--- config.mk ---
export PLATFORM = sky130hd
export DESIGN_NAME = exec_issue_sequencer_flat
export DESIGN_NICKNAME = d
export VERILOG_FILES = /design/src/rtl/exec_issue_sequencer_pkg.sv /design/src/rtl/exec_issue_sequencer_if.sv /design/src/rtl/exec_issue_sequencer.sv /design/src/flat_wrapper.sv
export SDC_FILE = /design/constraint.sdc
export NUM_CORES = 1
export LEC_CHECK = 0
export BUFFER_PORTS_ARGS = -buffer_cell sky130_fd_sc_hd__clkbuf_2
export CORE_ASPECT_RATIO = 0.7
export CORE_MARGIN = 3
export CORE_UTILIZATION = 46
export DETAILED_ROUTE_END_ITERATION = 8
export PLACE_DENSITY = 0.82
export SYNTH_ARGS = -nofsm -noshare
export SYNTH_HDL_FRONTEND = slang
export SYNTH_SLANG_ARGS = --single-unit
--- constraint.sdc ---
create_clock -name clk -period 1.85 [get_ports clk]
set_input_delay 0.185 -clock clk [delete_from_list [all_inputs] [get_ports clk]]
set_output_delay 0.185 -clock clk [all_outputs]
set_load 0.03 [all_outputs]
--- src/rtl/exec_issue_sequencer_pkg.sv ---
// Shared definitions for the execute-side issue sequencer.
//   SHORT_LAT / LONG_LAT_MIN : latency bounds for short and long instructions
//   tag_t                    : default-width instruction tag
//   state_t                  : occupancy view (IDLE / RUN / LAST)
//   clamp_lat()              : effective execute latency of an issued instruction
package exec_pkg;

  localparam int unsigned SHORT_LAT     = 1;
  localparam int unsigned LONG_LAT_MIN  = 2;
  localparam int unsigned TAG_W_DEFAULT = 4;

  typedef logic [TAG_W_DEFAULT-1:0] tag_t;

  typedef enum logic [1:0] {
    ST_IDLE = 2'd0,  // cnt == 0
    ST_RUN  = 2'd1,  // cnt >= 2
    ST_LAST = 2'd2   // cnt == 1, completing this cycle
  } state_t;

  // Short ops always take one cycle; long ops are held inside
  // [LONG_LAT_MIN, max_lat] so a bogus request can never stall forever
  // or collapse into a short op.
  function automatic int unsigned clamp_lat(input int unsigned lat,
                                            input logic        is_long,
                                            input int unsigned max_lat);
    if (!is_long) return SHORT_LAT;
    if (lat < LONG_LAT_MIN) return LONG_LAT_MIN;
    if (lat > max_lat) return max_lat;
    return lat;
  endfunction

endpackage

--- src/rtl/exec_issue_sequencer_if.sv ---
// Issue / completion bundle between the instruction buffer, the execute
// sequencer and writeback.
//   master : buffer side - drives issue_*, flush; observes status/completion
//   slave  : sequencer side - the reverse
interface exec_issue_sequencer_if #(
  parameter int unsigned MAX_LAT = 8,
  parameter int unsigned TAG_W   = 4,
  parameter int unsigned RET_W   = 16
);
  localparam int unsigned LAT_W = $clog2(MAX_LAT + 1);

  logic             issue_valid;
  logic             issue_is_long;
  logic [LAT_W-1:0] issue_lat;
  logic [TAG_W-1:0] issue_tag;
  logic             flush;
  logic             exec_busy;
  logic             exec_will_free_next;
  logic             done_valid;
  logic [TAG_W-1:0] done_tag;
  logic             proto_err;
  logic [RET_W-1:0] retired;

  modport master (
    output issue_valid, issue_is_long, issue_lat, issue_tag, flush,
    input  exec_busy, exec_will_free_next, done_valid, done_tag,
           proto_err, retired
  );

  modport slave (
    input  issue_valid, issue_is_long, issue_lat, issue_tag, flush,
    output exec_busy, exec_will_free_next, done_valid, done_tag,
           proto_err, retired
  );

endinterface

--- src/rtl/exec_issue_sequencer.sv ---
// Execute-side issue sequencer.
// Accepts instructions issued by the level-2 instruction buffer, tracks
// multi-cycle execute occupancy, returns exec_busy / exec_will_free_next to
// the buffer, pulses done_valid/done_tag on completion and counts retirements.
// Ports:
//   clk      : rising-edge clock
//   reset_n  : asynchronous active-low reset
//   bus      : exec_issue_sequencer_if.slave (issue, flush, status, completion,
//              proto_err, retired)
// Every output comes straight from a register.
module exec_issue_sequencer
  import exec_pkg::*;
#(
  parameter int unsigned MAX_LAT = 8,
  parameter int unsigned TAG_W   = 4,
  parameter int unsigned RET_W   = 16
) (
  input logic                   clk,
  input logic                   reset_n,
  exec_issue_sequencer_if.slave bus
);

  localparam int unsigned CNT_W = $clog2(MAX_LAT + 1);

  logic [CNT_W-1:0] cnt_reg;
  logic [CNT_W-1:0] cnt_next;
  logic [CNT_W-1:0] lat_eff;
  logic [TAG_W-1:0] cur_tag_reg;
  logic [TAG_W-1:0] cur_tag_next;
  state_t           state_reg;
  state_t           state_next;
  logic             proto_err_reg;
  logic [RET_W-1:0] retired_reg;
  logic             can_accept;
  logic             accept;
  logic             proto_hit;

  // A unit in its last cycle can take the next op, giving back-to-back issue.
  assign can_accept = (cnt_reg <= CNT_W'(1));
  assign accept     = bus.issue_valid & can_accept & ~bus.flush;
  // An issue during flush is silently dropped, not a protocol error.
  assign proto_hit  = bus.issue_valid & ~can_accept & ~bus.flush;
  assign lat_eff    = CNT_W'(clamp_lat(32'(bus.issue_lat), bus.issue_is_long, MAX_LAT));

  always_comb begin
    cnt_next     = cnt_reg;
    cur_tag_next = cur_tag_reg;
    if (bus.flush) begin
      cnt_next = '0;
    end else if (accept) begin
      cnt_next     = lat_eff;
      cur_tag_next = bus.issue_tag;
    end else if (cnt_reg != '0) begin
      cnt_next = cnt_reg - CNT_W'(1);
    end
  end

  always_comb begin
    state_next = ST_RUN;
    if (cnt_next == '0)
      state_next = ST_IDLE;
    else if (cnt_next == CNT_W'(1))
      state_next = ST_LAST;
  end

  always_ff @(posedge clk or negedge reset_n) begin
    if (!reset_n) begin
      cnt_reg       <= '0;
      cur_tag_reg   <= '0;
      state_reg     <= ST_IDLE;
      proto_err_reg <= 1'b0;
      retired_reg   <= '0;
    end else begin
      cnt_reg     <= cnt_next;
      cur_tag_reg <= cur_tag_next;
      state_reg   <= state_next;
      if (proto_hit)
        proto_err_reg <= 1'b1;
      // The done pulse is already visible this cycle, so it retires even if
      // a flush arrives alongside it.
      if (state_reg == ST_LAST)
        retired_reg <= retired_reg + RET_W'(1);
    end
  end

  assign bus.exec_busy           = (state_reg != ST_IDLE);
  assign bus.exec_will_free_next = (state_reg == ST_LAST);
  assign bus.done_valid          = (state_reg == ST_LAST);
  assign bus.done_tag            = cur_tag_reg;
  assign bus.proto_err           = proto_err_reg;
  assign bus.retired             = retired_reg;

endmodule
--- src/flat_wrapper.sv ---
// flat-port wrapper written by rule: the top's interface ports become plain ports
module exec_issue_sequencer_flat import exec_pkg::*;
#(
  parameter int unsigned MAX_LAT = 8,
  parameter int unsigned TAG_W   = 4,
  parameter int unsigned RET_W   = 16
)
  (clk, reset_n, bus_issue_valid, bus_issue_is_long, bus_issue_lat, bus_issue_tag, bus_flush, bus_exec_busy, bus_exec_will_free_next, bus_done_valid, bus_done_tag, bus_proto_err, bus_retired);
  exec_issue_sequencer_if #(.MAX_LAT(MAX_LAT), .TAG_W(TAG_W), .RET_W(RET_W)) bus_i ();
  input logic clk;
  input logic reset_n;
  input wire logic [$bits(bus_i.issue_valid)-1:0] bus_issue_valid;
  input wire logic [$bits(bus_i.issue_is_long)-1:0] bus_issue_is_long;
  input wire logic [$bits(bus_i.issue_lat)-1:0] bus_issue_lat;
  input wire logic [$bits(bus_i.issue_tag)-1:0] bus_issue_tag;
  input wire logic [$bits(bus_i.flush)-1:0] bus_flush;
  output wire logic [$bits(bus_i.exec_busy)-1:0] bus_exec_busy;
  output wire logic [$bits(bus_i.exec_will_free_next)-1:0] bus_exec_will_free_next;
  output wire logic [$bits(bus_i.done_valid)-1:0] bus_done_valid;
  output wire logic [$bits(bus_i.done_tag)-1:0] bus_done_tag;
  output wire logic [$bits(bus_i.proto_err)-1:0] bus_proto_err;
  output wire logic [$bits(bus_i.retired)-1:0] bus_retired;
  assign bus_i.issue_valid = bus_issue_valid;
  assign bus_i.issue_is_long = bus_issue_is_long;
  assign bus_i.issue_lat = bus_issue_lat;
  assign bus_i.issue_tag = bus_issue_tag;
  assign bus_i.flush = bus_flush;
  assign bus_exec_busy = bus_i.exec_busy;
  assign bus_exec_will_free_next = bus_i.exec_will_free_next;
  assign bus_done_valid = bus_i.done_valid;
  assign bus_done_tag = bus_i.done_tag;
  assign bus_proto_err = bus_i.proto_err;
  assign bus_retired = bus_i.retired;
  exec_issue_sequencer #(.MAX_LAT(MAX_LAT), .TAG_W(TAG_W), .RET_W(RET_W)) u_core (.clk(clk), .reset_n(reset_n), .bus(bus_i));
endmodule
==> qor.txt, run 1 <==
worst clock skew - 0.00638 ns
hold_sp - bus_issue_tag[0]
Core Region - 0.00259 mm^2
Mapped Area - 0.00132 mm^2
period utilization - 0.968
Port Buf Inserts - 36
routed vias - 1025
CP max stage cell - dfrtp_1
max-cap violation count - 0
die height - 50.8 um
first-pass detailed-route iteration total - 4
n_diodes - 0
Syn-to-layout area delta - 23.6%
Die X - 70.1 um
hold violation count in the final report - 0
Hold Crit Class - in2reg
cts bufs inserted - 3
via density per instance - 5.37
Synth Flop Type - dfrtp_1
worst slew pin tran - 0.660 ns
CP max stage delay - 0.40 ns
Critical Path AT - 2.00 ns
Slew headroom - 0.560
RSZ-0062 raised after global routing - true
Async SR Flop Fraction - 1.00
drt total wl - 2960 um
Mapped Avg Cell Area - 11.5 um^2
hold worst-path end - u_core.bus.done_tag[0]
Synth area leaders - dfrtp_1, mux2_2, xnor2_1
final worst setup slack - 0.0587 ns
Synth top cells by count - dfrtp_1, xnor2_1, mux2_2, nor2_1, xor2_1
FF-to-FF End - u_core.state_reg[0]
Root Driver - clkbuf_8
met1 Use GR - 0.216
pwr/cell area - 1410 mW/mm^2
number of synthesized register bits - 27
Worst-Skew Late Latency - 0.27 ns
fmax - 0.558 GHz
endpoints failing setup - 0
met2 Usage GRT - 0.318
CP Launch Type - flip-flop
Setup crit end kind - flip-flop
post-layout power - 0.00230 W
Pins Over Slew Limit - 0
reg2reg path depth - 6
YS warnings - 0
initial drt markers - 57
Starting Density - 0.510
Yosys cell types - 33
grt total ovfl - 0
number of flip-flops in the largest register - 16
first-pass GRT wire length - 4970 um
routability cong. - 0.973
status - finished clean
Post-route DRC - 0
CP required - 2.06 ns
top-count cell post-synth - dfrtp_1
CP Max Fanout - 5
Bufs on Longest Clock Path - 2
worst path bufs/invs - 1
cell area after layout - 0.00163 mm^2
Routed Antenna Nets - 0
Yosys top cell by area - dfrtp_1
initial antenna violation count - 0
crit-path leading delay family - flip-flops
Synth Instances - 115
Top Ports - 37
largest net degree at the start of global routing - 28
Post-synth EDFFs - 0
minimum clock period - 1.79 ns
# rows - 15
dpl hpwl - 2250 um
Setup WS pre-CTS - 0.0136 ns
nets@finish - 174
post-synthesis sequential area ratio - 0.511
CTS tree - yes
worst hold stages - 2
VDD IR-drop max - 995 uV
H-tree depth - 1
top cell type's share of synthesized area - 0.511
Post-DP Area - 0.00153 mm^2
met3 Use GR - 0.0550
Avg WL per Cell - 15.5 um
Die Area - 0.00356 mm^2
crit path cell chain - inv_1 -> ha_2 -> nor3b_4 -> mux2_2 -> a31oi_2 -> or2_1
worst reg-to-reg setup slack - 0.06 ns
layer with the highest usage - met2
GRT Overall Usage - 0.179
Leak - 0.831 nW
vias in the first global route - 1043
Num Clock Sinks - 27
worst r2r src - u_core.cnt_reg[1]
layout cells sized above 1 - 0.382
Clock transition at path regs - 0.09 ns
post-synth net total - 131
CP Class - reg2reg
## placed cells by master (no fill, tap or decap), types with 4 or more instances in the layout
master / Yosys / routed
and3_1: 5 / 4
clkbuf_2: 0 / 36
dfrtp_1: 27 / 27
inv_1: 4 / 4
mux2_2: 8 / 8
nand2_1: 6 / 6
nand4_1: 4 / 4
nor2_1: 8 / 8
nor2b_1: 5 / 5
xnor2_1: 9 / 9
xor2_1: 7 / 7
## metrics by stage
| stage | instances | util | hold WS (ns) | TNS, ns |
|---|---|---|---|---|
| after floorplan | 115 | - | -0.111 | 0 |
| after global placement | 184 | 0.592 | 0.228 | 0 |
| after detailed placement | 184 | 0.592 | 0.251 | 0 |
| after CTS | 189 | 0.615 | 0.141 | 0 |
| after global routing | 191 | 0.630 | 0.132 | -0.0406 |
| final | 191 | 0.630 | 0.149 | 0 |
## worst max-delay path by stage
stage	startpoint	endpoint	slack (ns)	cells past startpoint
after CTS	u_core.cnt_reg[1]	u_core.state_reg[0]	0.0004	6
after floorplan	u_core.cnt_reg[0]	u_core.state_reg[0]	0.05	7
final	u_core.cnt_reg[1]	u_core.state_reg[0]	0.06	6
after detailed placement	u_core.cnt_reg[1]	u_core.state_reg[0]	0.01	6
after global placement	u_core.cnt_reg[0]	u_core.state_reg[0]	0.13	6
after global routing	u_core.cnt_reg[1]	u_core.state_reg[0]	-0.03	6
## logic make-up (layout without fill, tap and decap cells)
logic type	count (synthesis)	in the layout	share of synthesized area
flops	27	27	0.511
fa+ha+maj	3	3	0.0284
simple gates	44	44	0.198
mux	9	9	0.0758
compound gates	10	10	0.0549
buf+inv	6	48	0.0256
xor+xnor	16	16	0.106
## metal layers
| metal | wire, um | up-vias |
|---|---|---|
| li1 | - | 482 |
| met2 | 1500 | 43 |
| met1 | 1260 | 494 |
| met4 | 29 | 0 |
| met3 | 167 | 6 |
| met5 | 0 | - |
## area by class of cell
| type | instances | area [um^2] |
|---|---|---|
| tap | 34 | 42.5 |
| timing repair buffer | 40 | 216 |
| clock buffer | 4 | 45.0 |
| multi-input combinational | 82 | 638 |
| inverter | 4 | 15.0 |
| fill | 201 | 957 |
| sequential | 27 | 676 |
## power by group
| part | total, W | switching, W | internal (W) |
|---|---|---|---|
| combinational | 0.00110 | 0.000616 | 0.000481 |
| clock | 0.000322 | 0.000168 | 0.000154 |
| sequential | 0.000877 | 0.000142 | 0.000735 |
| total | 0.00230 | 0.000925 | 0.00137 |
## worst register-to-register path, cell delays in order (launching register included)
cell	delay, ns
dfrtp_1	0.40
inv_1	0.12
ha_2	0.24
nor3b_4	0.23
mux2_2	0.38
a31oi_2	0.22
or2_1	0.15
## what timing repair did
action	CTS	global route
setup endpoints to repair	1	4
resized for setup	1	6
hold buffers	1	0
setup buffers	0	2
pin swaps	0	1
endpoints found under the hold margin	27	0
Note: power is estimated with default switching activity, not from simulation.
==> inputs of run 2 (changes only) <==
--- a/config.mk
+++ b/config.mk
@@ -10,7 +10,7 @@
 export CORE_MARGIN = 3
 export CORE_UTILIZATION = 46
 export DETAILED_ROUTE_END_ITERATION = 8
-export PLACE_DENSITY = 0.82
+export PLACE_DENSITY = 0.83
 export SYNTH_ARGS = -nofsm -noshare
 export SYNTH_HDL_FRONTEND = slang
 export SYNTH_SLANG_ARGS = --single-unit
==> constraint.sdc (replaced) <==
create_clock -name clk -period 1.85 [get_ports clk]
set_input_delay 0.185 -clock clk [delete_from_list [all_inputs] [get_ports clk]]
set_output_delay 0.185 -clock clk [all_outputs]
set_load 0.05 [all_outputs]
==> run 2 against run 1 <==
Against the previous run: clock skew up 0.0025 ns; wire length shrank 11%; combinational power rose by 14%; via count decreased by 2.6%; global-route usage is 2.7 points lower; die area is the same; power up 6.7%; sequential share of layout area increased by 0.29 points; critical path type unchanged; highest routed layer unchanged.
==> qor.txt, run 2 (same netlist as run 1, synthesis figures left out) <==
status - finished clean
routability cong. - 0.826 (-15%)
Flop pwr share - 0.358 (-0.024)
worst reg-to-reg setup slack - 0.05 ns (about the same)
fin cells - 190 (-0.52%)
CP Launch Type - flip-flop
first-pass detailed-route iteration total - 4 (unchanged)
largest net degree at the start of global routing - 28 (unchanged)
Port Buf Inserts - 36 (unchanged)
cts bufs inserted - 3 (unchanged)
crit path cell chain - ha_1 -> or2_4 -> and3_1 -> buf_4 -> mux2i_1 -> nor4_2
Worst-Skew Late Latency - 0.27 ns (about the same)
Routed Antenna Nets - 0 (unchanged)
Util after Layout - 0.626 (-0.00435)
die height - 50.8 um (unchanged)
final worst setup slack - 0.0537 ns (-0.00498 ns)
Die Area - 0.00356 mm^2 (unchanged)
Pins Over Slew Limit - 0 (unchanged)
fmax - 0.557 GHz (-0.28%)
FF/Latch Area - 676 um^2 (unchanged)
# rows - 15 (unchanged)
drt total wl - 2640 um (-11%)
routed vias - 998 (-2.6%)
FF-to-FF End - u_core.state_reg[1]
CTS tree - yes
first-pass GRT wire length - 4240 um (-15%)
Bufs on Longest Clock Path - 2 (unchanged)
H-tree depth - 1 (unchanged)
Setup WS pre-CTS - 0.0681 ns (+0.0545 ns)
CP Class - reg2reg
Core Region - 0.00259 mm^2 (unchanged)
Critical Path AT - 1.98 ns (-0.02 ns)
Hold Crit Class - in2reg
most frequent cells in the layout - clkbuf_2, dfrtp_1, xnor2_1, nor2_1, mux2_2
Syn-to-layout area delta - 22.7%
Clock transition at path regs - 0.09 ns (about the same)
grt total ovfl - 0 (unchanged)
CP max stage delay - 0.42 ns (+0.02 ns)
internal power - 0.00135 W (-1.5%)
CP max stage cell - dfrtp_1
pwr/cell area - 1510 mW/mm^2 (+7.5%)
period utilization - 0.971 (+0.00269)
Leak - 0.831 nW (about the same)
CP required - 2.03 ns (-0.03 ns)
GRT Overall Usage - 0.152 (-0.0267)
max-cap violation count - 0 (unchanged)
Post-route DRC - 0 (unchanged)
most common cell after layout, fill and taps aside - clkbuf_2
endpoints failing setup - 0 (unchanged)
nets@finish - 173 (-0.57%)
worst slew pin tran - 0.645 ns (-0.0155 ns)
Avg WL per Cell - 13.9 um (-11%)
Sw Ratio - 0.449 (+0.0462)
Gate power share - 0.510 (+0.032)
Placed Instances - 184 (unchanged)
worst clock skew - 0.00890 ns (+0.00252 ns)
VDD IR-drop max - 909 uV (-8.7%)
Setup crit end kind - flip-flop
minimum clock period - 1.80 ns (+0.00498 ns)
initial drt markers - 22 (-61%)
crit path from - u_core.cnt_reg[0]
Psw - 0.00110 W (+19%)
CP Max Fanout - 7 (+2)
dpl hpwl - 1950 um (-13%)
worst r2r src - u_core.cnt_reg[0]
Slew headroom - 0.570 (+0.0104)
Clock power frac - 0.132 (-0.008)
layout filler cell count - 214 (+6.5%)
Starting Density - 0.510 (unchanged)
hold violation count in the final report - 0 (unchanged)
hold worst-path end - u_core.bus.done_tag[3]
Die X - 70.1 um (unchanged)
Top Ports - 37 (unchanged)
vias in the first global route - 927 (-11%)
layout cells sized above 1 - 0.372 (-0.0104)
n_diodes - 0 (unchanged)
reg2reg path depth - 6 (unchanged)
initial antenna violation count - 0 (unchanged)
worst hold stages - 2 (unchanged)
via density per instance - 5.25 (-2.1%)
Root Driver - clkbuf_8
multi-input logic area - 637 um^2 (-0.20%)
number of flip-flops in the largest register - 16 (unchanged)
Num Clock Sinks - 27 (unchanged)
hold_sp - bus_issue_tag[3]
-- run 2: how the worst max path moves through the flow --
stage	to	cells past startpoint
after global placement	u_core.state_reg[0]	6
final	u_core.state_reg[1]	6
after global routing	u_core.state_reg[1]	7
after CTS	u_core.state_reg[1]	7
after floorplan	u_core.state_reg[0]	7
after detailed placement	u_core.state_reg[1]	7
-- run 2: area by class of cell --
class	instances	share of cell area
clock inverters	1	0.00309
flip-flops and latches	27	0.417
well taps	34	0.0262
inverters	4	0.00926
repair buffers	39	0.127
multi-input cells	82	0.393
clock buffers	3	0.0255
-- run 2: per-stage QoR --
step                      hold WS [ns]  total power (W)  instance area, um^2  TNS (ns)
after floorplan                 -0.111          0.00179                 1320         0
after global placement           0.226          0.00200                 1530         0
after detailed placement         0.241          0.00204                 1530         0
after CTS                        0.143          0.00237                 1590         0
after global routing             0.136          0.00260                 1620   -0.0363
final                            0.149          0.00245                 1620         0
-- run 2: worst max-delay path, delay by kind of cell (launching register included) --
kind	cells	cell delay (ns)
adders and majority gates	1	0.24
buffers and inverters	1	0.17
DFF	1	0.42
muxes	1	0.14
and+or+nand+nor	3	0.74
-- run 2: per-layer routing --
| metal | part of all wire | up-vias | routed length, um | track usage |
|---|---|---|---|---|
| met5 | 0 | - | 0 | 0 |
| met4 | 0.013 | 0 | 34 | 0.0191 |
| met3 | 0.067 | 6 | 176 | 0.0511 |
| met2 | 0.48 | 29 | 1260 | 0.248 |
| met1 | 0.44 | 480 | 1170 | 0.205 |
| li1 | - | 483 | - | - |
-- run 2: repair_timing --
item / CTS / global route
hold buffers: 1 / 0
setup buffers: 0 / 1
setup endpoints to repair: 0 / 3
hold endpoints to repair: 27 / 0
resized for setup: 0 / 5
-- run 2: power groups by stage --
stage / clock [W] / combinational [W] / sequential [W]
6_report: 0.000323 / 0.00125 / 0.000877
5_1_grt: 0.000362 / 0.00133 / 0.000904
4_1_cts: 0.000334 / 0.00116 / 0.000871
3_5_place_dp: 0 / 0.00116 / 0.000880
3_3_place_gp: 0 / 0.00113 / 0.000866
2_1_floorplan: 0 / 0.000612 / 0.00118
==> inputs of run 3 (changes only) <==
--- a/config.mk
+++ b/config.mk
@@ -8,9 +8,9 @@
 export BUFFER_PORTS_ARGS = -buffer_cell sky130_fd_sc_hd__clkbuf_2
 export CORE_ASPECT_RATIO = 0.7
 export CORE_MARGIN = 3
-export CORE_UTILIZATION = 46
+export CORE_UTILIZATION = 51
 export DETAILED_ROUTE_END_ITERATION = 8
-export PLACE_DENSITY = 0.83
+export PLACE_DENSITY = 0.86
 export SYNTH_ARGS = -nofsm -noshare
 export SYNTH_HDL_FRONTEND = slang
 export SYNTH_SLANG_ARGS = --single-unit
==> constraint.sdc (replaced) <==
create_clock -name clk -period 1.7 [get_ports clk]
set_input_delay 0.17 -clock clk [delete_from_list [all_inputs] [get_ports clk]]
set_output_delay 0.17 -clock clk [all_outputs]
set_load 0.05 [all_outputs]
==> run 3 against run 2 <==
Against the previous run: critical endpoint is now u_core.state_reg[0]; clock power up 14%; the run now ends with setup timing left; largest cell class unchanged; sequential share of layout area is 1.2 points lower; wire length increased by 13%; setup slack worse by 0.075 ns; final area up 3.2%; sequential power increased by 9.6%; register-to-register slack lost 0.08 ns; worst hold slack lost 0.027 ns; final cell count increased by 1.1%; global-route usage is 4.1 points higher; critical path type unchanged.
==> qor.txt, run 3 (same netlist as run 1, synthesis figures left out) <==
status - finished with violations
failing checks - setup timing
GRT Overall Usage - 0.193 (+0.0407)
Setup crit end kind - flip-flop
period utilization - 1.01 (+0.0418)
Bufs on Longest Clock Path - 2 (unchanged)
dpl hpwl - 2180 um (+11%)
hold violation count in the final report - 0 (unchanged)
Top Ports - 37 (unchanged)
worst clock skew - 0.00963 ns (+0.000727 ns)
routed vias - 1064 (+6.6%)
initial drt markers - 65 (+200%)
via density per instance - 5.54 (+5.5%)
Port Buf Inserts - 36 (unchanged)
final worst setup slack - -0.0218 ns (-0.0755 ns)
Core Region - 0.00229 mm^2 (-11%)
Clock transition at path regs - 0.10 ns (about the same)
max-cap violation count - 0 (unchanged)
CP required - 1.86 ns (-0.17 ns)
die height - 48.6 um (-4.4%)
nets@finish - 177 (+2.3%)
routability cong. - 0.872 (+5.6%)
Post-route DRC - 0 (unchanged)
vias in the first global route - 967 (+4.3%)
Worst-Skew Late Latency - 0.28 ns (about the same)
Hold Crit Class - in2reg
Pins Over Slew Limit - 0 (unchanged)
number of flip-flops in the largest register - 16 (unchanged)
Critical Path AT - 1.88 ns (-0.10 ns)
initial antenna violation count - 0 (unchanged)
first-pass detailed-route iteration total - 4 (unchanged)
hold_ws - 0.121 ns (-0.0274 ns)
drt total wl - 2970 um (+13%)
RSZ-0062 raised after global routing - true
endpoints failing setup - 1 (+1)
Placed Instances - 183 (-0.54%)
most frequent cells in the layout - clkbuf_2, dfrtp_1, xnor2_1
Root Driver - clkbuf_8
Routed Antenna Nets - 0 (unchanged)
Die Area - 0.00325 mm^2 (-8.8%)
cell area after layout - 0.00167 mm^2 (+3.2%)
cts bufs inserted - 3 (unchanged)
CP Launch Type - flip-flop
Starting Density - 0.576 (+0.0656)
grt total ovfl - 0 (unchanged)
layout cells sized above 1 - 0.431 (+0.0595)
layout filler cell count - 163 (-24%)
Syn-to-layout area delta - 26.7%
most common cell after layout, fill and taps aside - clkbuf_2
worst slew pin tran - 0.632 ns (-0.0122 ns)
CP Max Fanout - 4 (-3)
largest net degree at the start of global routing - 28 (unchanged)
Die X - 66.8 um (-4.6%)
fmax - 0.581 GHz (+4.3%)
Slew headroom - 0.578 (+0.00812)
first-pass GRT wire length - 4720 um (+11%)
n_diodes - 0 (unchanged)
Post-DP Area - 0.00155 mm^2 (+1.2%)
Leak - 0.849 nW (+2.1%)
Num Clock Sinks - 27 (unchanged)
CP Class - reg2reg
fin cells - 192 (+1.1%)
Avg WL per Cell - 15.5 um (+12%)
pwr/cell area - 1690 mW/mm^2 (+12%)
CTS tree - yes
H-tree depth - 1 (unchanged)
minimum clock period - 1.72 ns (-0.0745 ns)
VDD IR-drop max - 1050 uV (+16%)
# rows - 14 (-1)
run 3: worst paths after layout:
kind                                         from  cells after the start                      to  slack [ns]
setup / recovery                u_core.cnt_reg[1]                      6     u_core.state_reg[0]       -0.02
hold / removal                   bus_issue_tag[2]                      2  u_core.bus.done_tag[2]        0.12
setup reg to reg                u_core.cnt_reg[1]                      6     u_core.state_reg[0]       -0.02
hold reg to reg            u_core.bus.retired[15]                      1  u_core.bus.retired[15]        0.47
max in group asynchronous                 reset_n                      2   u_core.bus.retired[0]        0.79
min in group asynchronous                 reset_n                      2   u_core.bus.retired[7]        0.45
run 3: worst max-delay path: stages, from the launching register on:
cell and delay, ns:
dfrtp_1 0.40, inv_2 0.08, ha_2 0.17, or2_4 0.25, and3_4 0.20, a32o_2 0.26
or2_1 0.24
run 3: area by class of cell:
class / count / area (um^2) / share of cell area
repair buffers: 43 / 235 / 0.141
multi-input cells: 82 / 658 / 0.393
flip-flops and latches: 27 / 677 / 0.404
clock inverters: 1 / 7.51 / 0.00448
inverters: 4 / 15.0 / 0.00897
clock buffers: 3 / 41.3 / 0.0247
well taps: 32 / 40.0 / 0.0239
run 3: through the flow:
stage	setup TNS (ns)	total power (W)	setup slack (ns)	util
3_5_place_dp	-0.0170	0.00229	-0.0170	0.676
2_1_floorplan	-0.0288	0.00197	-0.0263	-
4_1_cts	-0.0144	0.00276	-0.0144	0.718
5_1_grt	-0.110	0.00301	-0.0669	0.730
6_report	-0.0218	0.00284	-0.0218	0.730
3_3_place_gp	0	0.00225	0.0487	0.676
run 3: timing repair:
action,in CTS,in global routing
hold endpoints to repair,27,0
endpoints found under the setup margin,3,7
pin swaps,1,1
resized for setup,4,4
gates cloned,0,0
hold buffers,1,0
buffers inserted,2,2
run 3: power by group:
group          switching [W]  internal (W)  leakage, nW  total, W
Sequential          0.000159      0.000802        0.350  0.000961
Combinational       0.000908      0.000598        0.477   0.00151
Clock               0.000202      0.000167       0.0217  0.000368
run 3: metal layers:
metal | wire length, um | track usage
met2 | 1390 | 0.296
met3 | 211 | 0.0579
met1 | 1340 | 0.265
met4 | 34 | 0.0507
met5 | 0 | 0
